===== config.mk =====
export PLATFORM = sky130hd
export DESIGN_NAME = seq_control
export DESIGN_NICKNAME = d
export VERILOG_FILES = /design/src/rtl/seq_control.sv
export SDC_FILE = /design/constraint.sdc
export NUM_CORES = 1
export LEC_CHECK = 0
export BUFFER_PORTS_ARGS = -buffer_cell sky130_fd_sc_hd__buf_2
export CORE_MARGIN = 2
export CORE_UTILIZATION = 49
export DETAILED_ROUTE_END_ITERATION = 16
export GPL_ROUTABILITY_DRIVEN = 0
export PLACE_DENSITY = 0.73
export SLEW_MARGIN = 20
export SYNTH_ARGS = -nofsm -noshare
export SYNTH_HDL_FRONTEND = slang
export SYNTH_SLANG_ARGS = --single-unit

===== constraint.sdc =====
create_clock -name Clk -period 1.95 [get_ports Clk]
set_input_delay 0.39 -clock Clk [delete_from_list [all_inputs] [get_ports Clk]]
set_output_delay 0.39 -clock Clk [all_outputs]
set_load 0.02 [all_outputs]

===== src/rtl/seq_control.sv =====
// Multi-cycle control sequencer for the accumulator ISA: accepts one instruction per handshake and steps its strobes through IDLE/EXEC/MEM/HALT.
// Optional macro SEQ_CONTROL_ILLEGAL_TRAP_EN: a reserved opcode halts the core instead of executing as a no-op.
module seq_control #(
    parameter int unsigned OP_W        = 4,
    parameter int unsigned MEM_TIMEOUT = 15,
    parameter int unsigned CNT_W       = 4
) (
    input  logic            Clk,
    input  logic            Reset_n,
    input  logic            InstValid,
    input  logic            TypeBit,
    input  logic [OP_W-1:0] OP,
    input  logic            MemReady,
    output logic            InstReady,
    output logic            RegWrite,
    output logic            AccWrite,
    output logic            Branch,
    output logic            ReadMem,
    output logic            WriteMem,
    output logic            LookUp,
    output logic            of0,
    output logic            isMem,
    output logic            PCEnable,
    output logic            Halt,
    output logic            MemError,
    output logic            IllegalOp
);

    typedef enum logic [1:0] {
        S_IDLE = 2'd0,
        S_EXEC = 2'd1,
        S_MEM  = 2'd2,
        S_HALT = 2'd3
    } state_e;

    localparam logic [OP_W-1:0]  OP_ACC0     = OP_W'(0);
    localparam logic [OP_W-1:0]  OP_REG      = OP_W'(1);
    localparam logic [OP_W-1:0]  OP_LOAD     = OP_W'(2);
    localparam logic [OP_W-1:0]  OP_STORE    = OP_W'(3);
    localparam logic [OP_W-1:0]  OP_ACC_LO   = OP_W'(4);
    localparam logic [OP_W-1:0]  OP_LOOKUP   = OP_W'(8);
    localparam logic [OP_W-1:0]  OP_ACC_HI   = OP_W'(12);
    localparam logic [OP_W-1:0]  OP_OF0      = OP_W'(13);
    localparam logic [OP_W-1:0]  OP_HALT     = OP_W'(14);
    localparam logic [OP_W-1:0]  OP_RESERVED = OP_W'(15);
    localparam logic [CNT_W-1:0] CNT_MAX     = CNT_W'(MEM_TIMEOUT);

    state_e            state_q, state_d;
    logic [OP_W-1:0]   op_q, op_d;
    logic              type_q, type_d;
    logic [CNT_W-1:0]  cnt_q, cnt_d;
    logic              illegal_q, illegal_d;
    logic              is_load;
    logic              mem_abort;

    // State, captured instruction, MEM wait counter and the one-shot illegal flag.
    always_ff @(posedge Clk or negedge Reset_n) begin
        if (!Reset_n) begin
            state_q   <= S_IDLE;
            op_q      <= '0;
            type_q    <= 1'b0;
            cnt_q     <= '0;
            illegal_q <= 1'b0;
        end else begin
            state_q   <= state_d;
            op_q      <= op_d;
            type_q    <= type_d;
            cnt_q     <= cnt_d;
            illegal_q <= illegal_d;
        end
    end

    assign is_load   = (op_q == OP_LOAD);
    assign mem_abort = !MemReady && (cnt_q == CNT_MAX);

    // Next state plus strobe decode from state and captured instruction only.
    always_comb begin
        state_d   = state_q;
        op_d      = op_q;
        type_d    = type_q;
        cnt_d     = '0;
        illegal_d = 1'b0;
        InstReady = 1'b0;
        RegWrite  = 1'b0;
        AccWrite  = 1'b0;
        Branch    = 1'b0;
        ReadMem   = 1'b0;
        WriteMem  = 1'b0;
        LookUp    = 1'b0;
        of0       = 1'b0;
        isMem     = 1'b0;
        PCEnable  = 1'b0;
        Halt      = 1'b0;
        MemError  = 1'b0;
        IllegalOp = illegal_q;

        case (state_q)
            S_IDLE: begin
                InstReady = 1'b1;
                if (InstValid) begin
                    op_d      = OP;
                    type_d    = TypeBit;
                    illegal_d = !TypeBit && (OP >= OP_RESERVED);
                    if (TypeBit) begin
                        state_d = S_EXEC;
                    end else if (OP == OP_LOAD || OP == OP_STORE) begin
                        state_d = S_MEM;
                    end else if (OP == OP_HALT) begin
                        state_d = S_HALT;
`ifdef SEQ_CONTROL_ILLEGAL_TRAP_EN
                    end else if (OP >= OP_RESERVED) begin
                        state_d = S_HALT;
`endif
                    end else begin
                        state_d = S_EXEC;
                    end
                end
            end

            S_EXEC: begin
                state_d  = S_IDLE;
                PCEnable = 1'b1;
                if (type_q) begin
                    Branch = 1'b1;
                end else begin
                    AccWrite = (op_q == OP_ACC0) ||
                               (op_q >= OP_ACC_LO && op_q <= OP_ACC_HI);
                    LookUp   = (op_q == OP_LOOKUP);
                    RegWrite = (op_q == OP_REG);
                    of0      = (op_q == OP_OF0);
                end
            end

            S_MEM: begin
                // The cycle with the counter at its limit is the abort cycle unless MemReady arrives.
                if (!mem_abort) begin
                    ReadMem  = is_load;
                    isMem    = is_load;
                    WriteMem = !is_load;
                end
                if (MemReady) begin
                    AccWrite = is_load;
                    PCEnable = 1'b1;
                    state_d  = S_IDLE;
                end else if (mem_abort) begin
                    MemError = 1'b1;
                    PCEnable = 1'b1;
                    state_d  = S_IDLE;
                end else begin
                    cnt_d = cnt_q + CNT_W'(1);
                end
            end

            S_HALT: begin
                Halt = 1'b1;
            end

            default: begin
                state_d = S_IDLE;
            end
        endcase
    end

endmodule


==> metrics.txt <==
synth unique cells 31; all-layer global routing usage about a fifth; Post-synth EDFFs 0; post-synthesis mux area share a little over a tenth; initial antenna violation count 0; Post-DP Area just under 900 µm²; Yosys reg bits 12; final-report hold violation count 0; combinational power share a little under half; Rel. slew slack just over 80%; depth of the CTS H-tree 1; compound-gate portion of the synthesized area ~10%; RSZ-0062 raised after global routing true; Mean Syn Cell Area 10.48 µm²; post-synthesis simple-gate area fraction 22.72%; Final Setup Violations 0; Worst setup EP type output port; Sw Pwr 468.7 µW; max cap viols 0; worst path bufs/invs 1; largest net degree at the start of global routing 13; cell area after synthesis roughly 750 µm²; maximum VDD drop a little over 0.0008 V; grt ovf 0; CP Cell Sequence nor4b_4 > nand3_1 > a21boi_1 > buf_2; CORE AREA ~1500 µm²; Clock Tree Buf Depth 2; Starting Density 51.28%; leading post-synthesis cells by cell area dfrtp_1, ha_1, mux2_2; Worst path slowest cell dfrtp_2; worst setup margin between 0.06 and 0.07 ns; die height 43.24 µm; Critical Path Fanout Max 5; Synth Area in XOR/XNOR under 10%; largest family of logic cells by synthesized area simple AND/OR/NAND/NOR gates; Final period util between 90% and 100%; leak pwr about 0.48 nW; WS Path Type flip-flop to output port; total iterations of the first detailed-routing run 4; main flop type after synthesis dfrtp_1; Setup Skew roughly 0.0052 ns; share of layout cells above drive strength 1 between 50 and 60%; Layout fillers 120; power per cell area ~1200 nW/µm²; wirelength, routed 1436 µm; IO Count 22; clock-pin slew on the worst setup and hold paths approximately 0.08 ns; row cnt 14; ant diodes 0; Top delay family on crit path flip-flops; Worst Tran Pin Value around 0.26 ns; die area roughly 1900 µm²; clock tree from TritonCTS done; number of global-route vias before repair 590; drt drc 0; vias per cell roughly 5.2; FFs w/ async S/R, synth 100.0%; worst skew pair latency 0.28 ns; die width 43.24 µm; top-area cell type share of the netlist area 39.80%; Setup crit start kind flip-flop; post-synthesis sequential area ratio around two fifths; status complete, no violations; Int Power 726.7 µW; Synth area leader dfrtp_1; Post-Synth Adder-Cell Area under 10%; Num CTS Buffers 3; CP Data Arrival Time 1.49 ns; number of I/O port buffers 21; syn_nets 87; switching part of the total about two fifths; clock share of power around 17%; post-route ant nets 0; max-slew violations 0; Clock Sinks 12; DRT iter0 DRCs 6; Post-Syn Instances 72; Hold Path Class input pin to flip-flop; CP Data Required Time between 1.5 and 2 ns; first-pass GRT wire length between 2000 and 3000 µm; TNS Setup 0 ns; Final min period between 1.5 and 2 ns; sequential power share ~38%; yosys warns 0; Finished Cell Area 999.7 µm²; Max Clock Freq around 0.53 GHz; vias approximately 600; Syn-to-layout area delta 32.50%; slowest stage delay, CP ~0.46 ns; WL/cell between 10 and 15 µm; Nets between 100 and 150; Root Buffer clkbuf_4; worst slack, placed between 0.15 and 0.2 ns
[kinds of logic (layout without fill, tap and decap cells)]
| family | Yosys count | count (layout) |
|---|---|---|
| AOI/OAI and AO/OA | 8 | 8 |
| adders and majority gates | 6 | 6 |
| muxes | 7 | 7 |
| DFF | 12 | 12 |
| buffers and inverters | 6 | 35 |
| and+or+nand+nor | 30 | 30 |
| xor gates and xnor gates | 3 | 3 |
[placed cells by master, fill, tap and decap left out, types with 2 or more instances in the layout]
master | netlist | routed
ha_1 | 6 | 3
o21ai_1 | 1 | 2
buf_2 | 0 | 20
buf_4 | 1 | 5
nor3_1 | 3 | 2
nand3_1 | 3 | 3
xor2_1 | 2 | 2
a21boi_1 | 1 | 2
dfrtp_2 | 0 | 3
inv_1 | 5 | 3
clkbuf_4 | 0 | 3
dfrtp_1 | 12 | 9
inv_2 | 0 | 2
mux2_2 | 5 | 5
ha_2 | 0 | 2
nand2_1 | 6 | 5
nor2_1 | 8 | 8
[metrics by stage]
stage / std cells / hold WS (ns) / utilization [%] / total power, mW
after floorplan: 72 / 0.09441 / - / 0.7402
after global placement: 108 / 0.2744 / 59.27 / 0.8516
after detailed placement: 108 / 0.2771 / 59.27 / 0.8668
after CTS: 114 / 0.3521 / 63.86 / 1.099
after global routing: 117 / 0.3528 / 67.94 / 1.286
final: 117 / 0.3534 / 67.94 / 1.195
[metal layers]
metal,routed length (µm),vias to the layer above,GRT usage (%)
met5,0,-,0
met4,31,0,9.091
met3,73,2,2.979
met2,664,16,29.85
met1,665,289,24.93
li1,-,306,-
[worst paths after layout]
path,cells after the start,from,slack [ns],end
max in group asynchronous,2,Reset_n,1.22,state_q[0]$_DFFE_PN0P_
hold reg to reg,1,cnt_q[0]$_DFF_PN0_,0.47,cnt_q[0]$_DFF_PN0_
setup reg to reg,5,state_q[1]$_DFFE_PN0P_,0.30,state_q[1]$_DFFE_PN0P_
setup / recovery,4,op_q[2]$_DFFE_PN0P_,0.07,AccWrite
min in group asynchronous,2,Reset_n,0.50,op_q[0]$_DFFE_PN0P_
hold / removal,2,TypeBit,0.35,type_q$_DFFE_PN0P_
[timing repair]
action                                  4_1_cts  5_1_grt
endpoints found under the setup margin        4        9
hold buffers                                  1        0
pin swaps                                     0        1
endpoints found under the hold margin        12        0
buffers inserted                              1        3
gates cloned                                  0        0
gates resized for setup                       2       15
[synthesized netlist by cell type, drive strengths merged (2+ instances only)]
library cell,n
a21boi,2
dfrtp,12
ha,6
inv,5
mux2,6
nand2,6
nand3,4
nor2,8
nor2b,2
nor3,3
o21ai,2
xor2,2
[power groups by stage]
stage               logic (mW)  clock network (mW)  registers (mW)
floorplan                0.349                   0           0.391
global placement         0.440                   0           0.412
detailed placement       0.450                   0           0.416
CTS                      0.470               0.204           0.425
global route             0.610               0.216           0.460
finish                   0.545               0.201           0.449
[cell type report]
class / instances / area (µm²) / area share (%)
Timing Repair Buffer: 26 / 147.6 / 14.77
Inverter: 5 / 18.77 / 1.877
Sequential cell: 12 / 304.0 / 30.41
Clock buffer: 4 / 36.28 / 3.630
Multi-Input combinational cell: 54 / 473.0 / 47.31
Tap cell: 16 / 20.02 / 2.003
[registers in the layout, indices dropped and copies added, names as in the netlist]
register	cells
type_q	1
state_q	2
op_q	4
cnt_q	4
IllegalOp	1
Note: power is estimated with default switching activity, not from simulation.
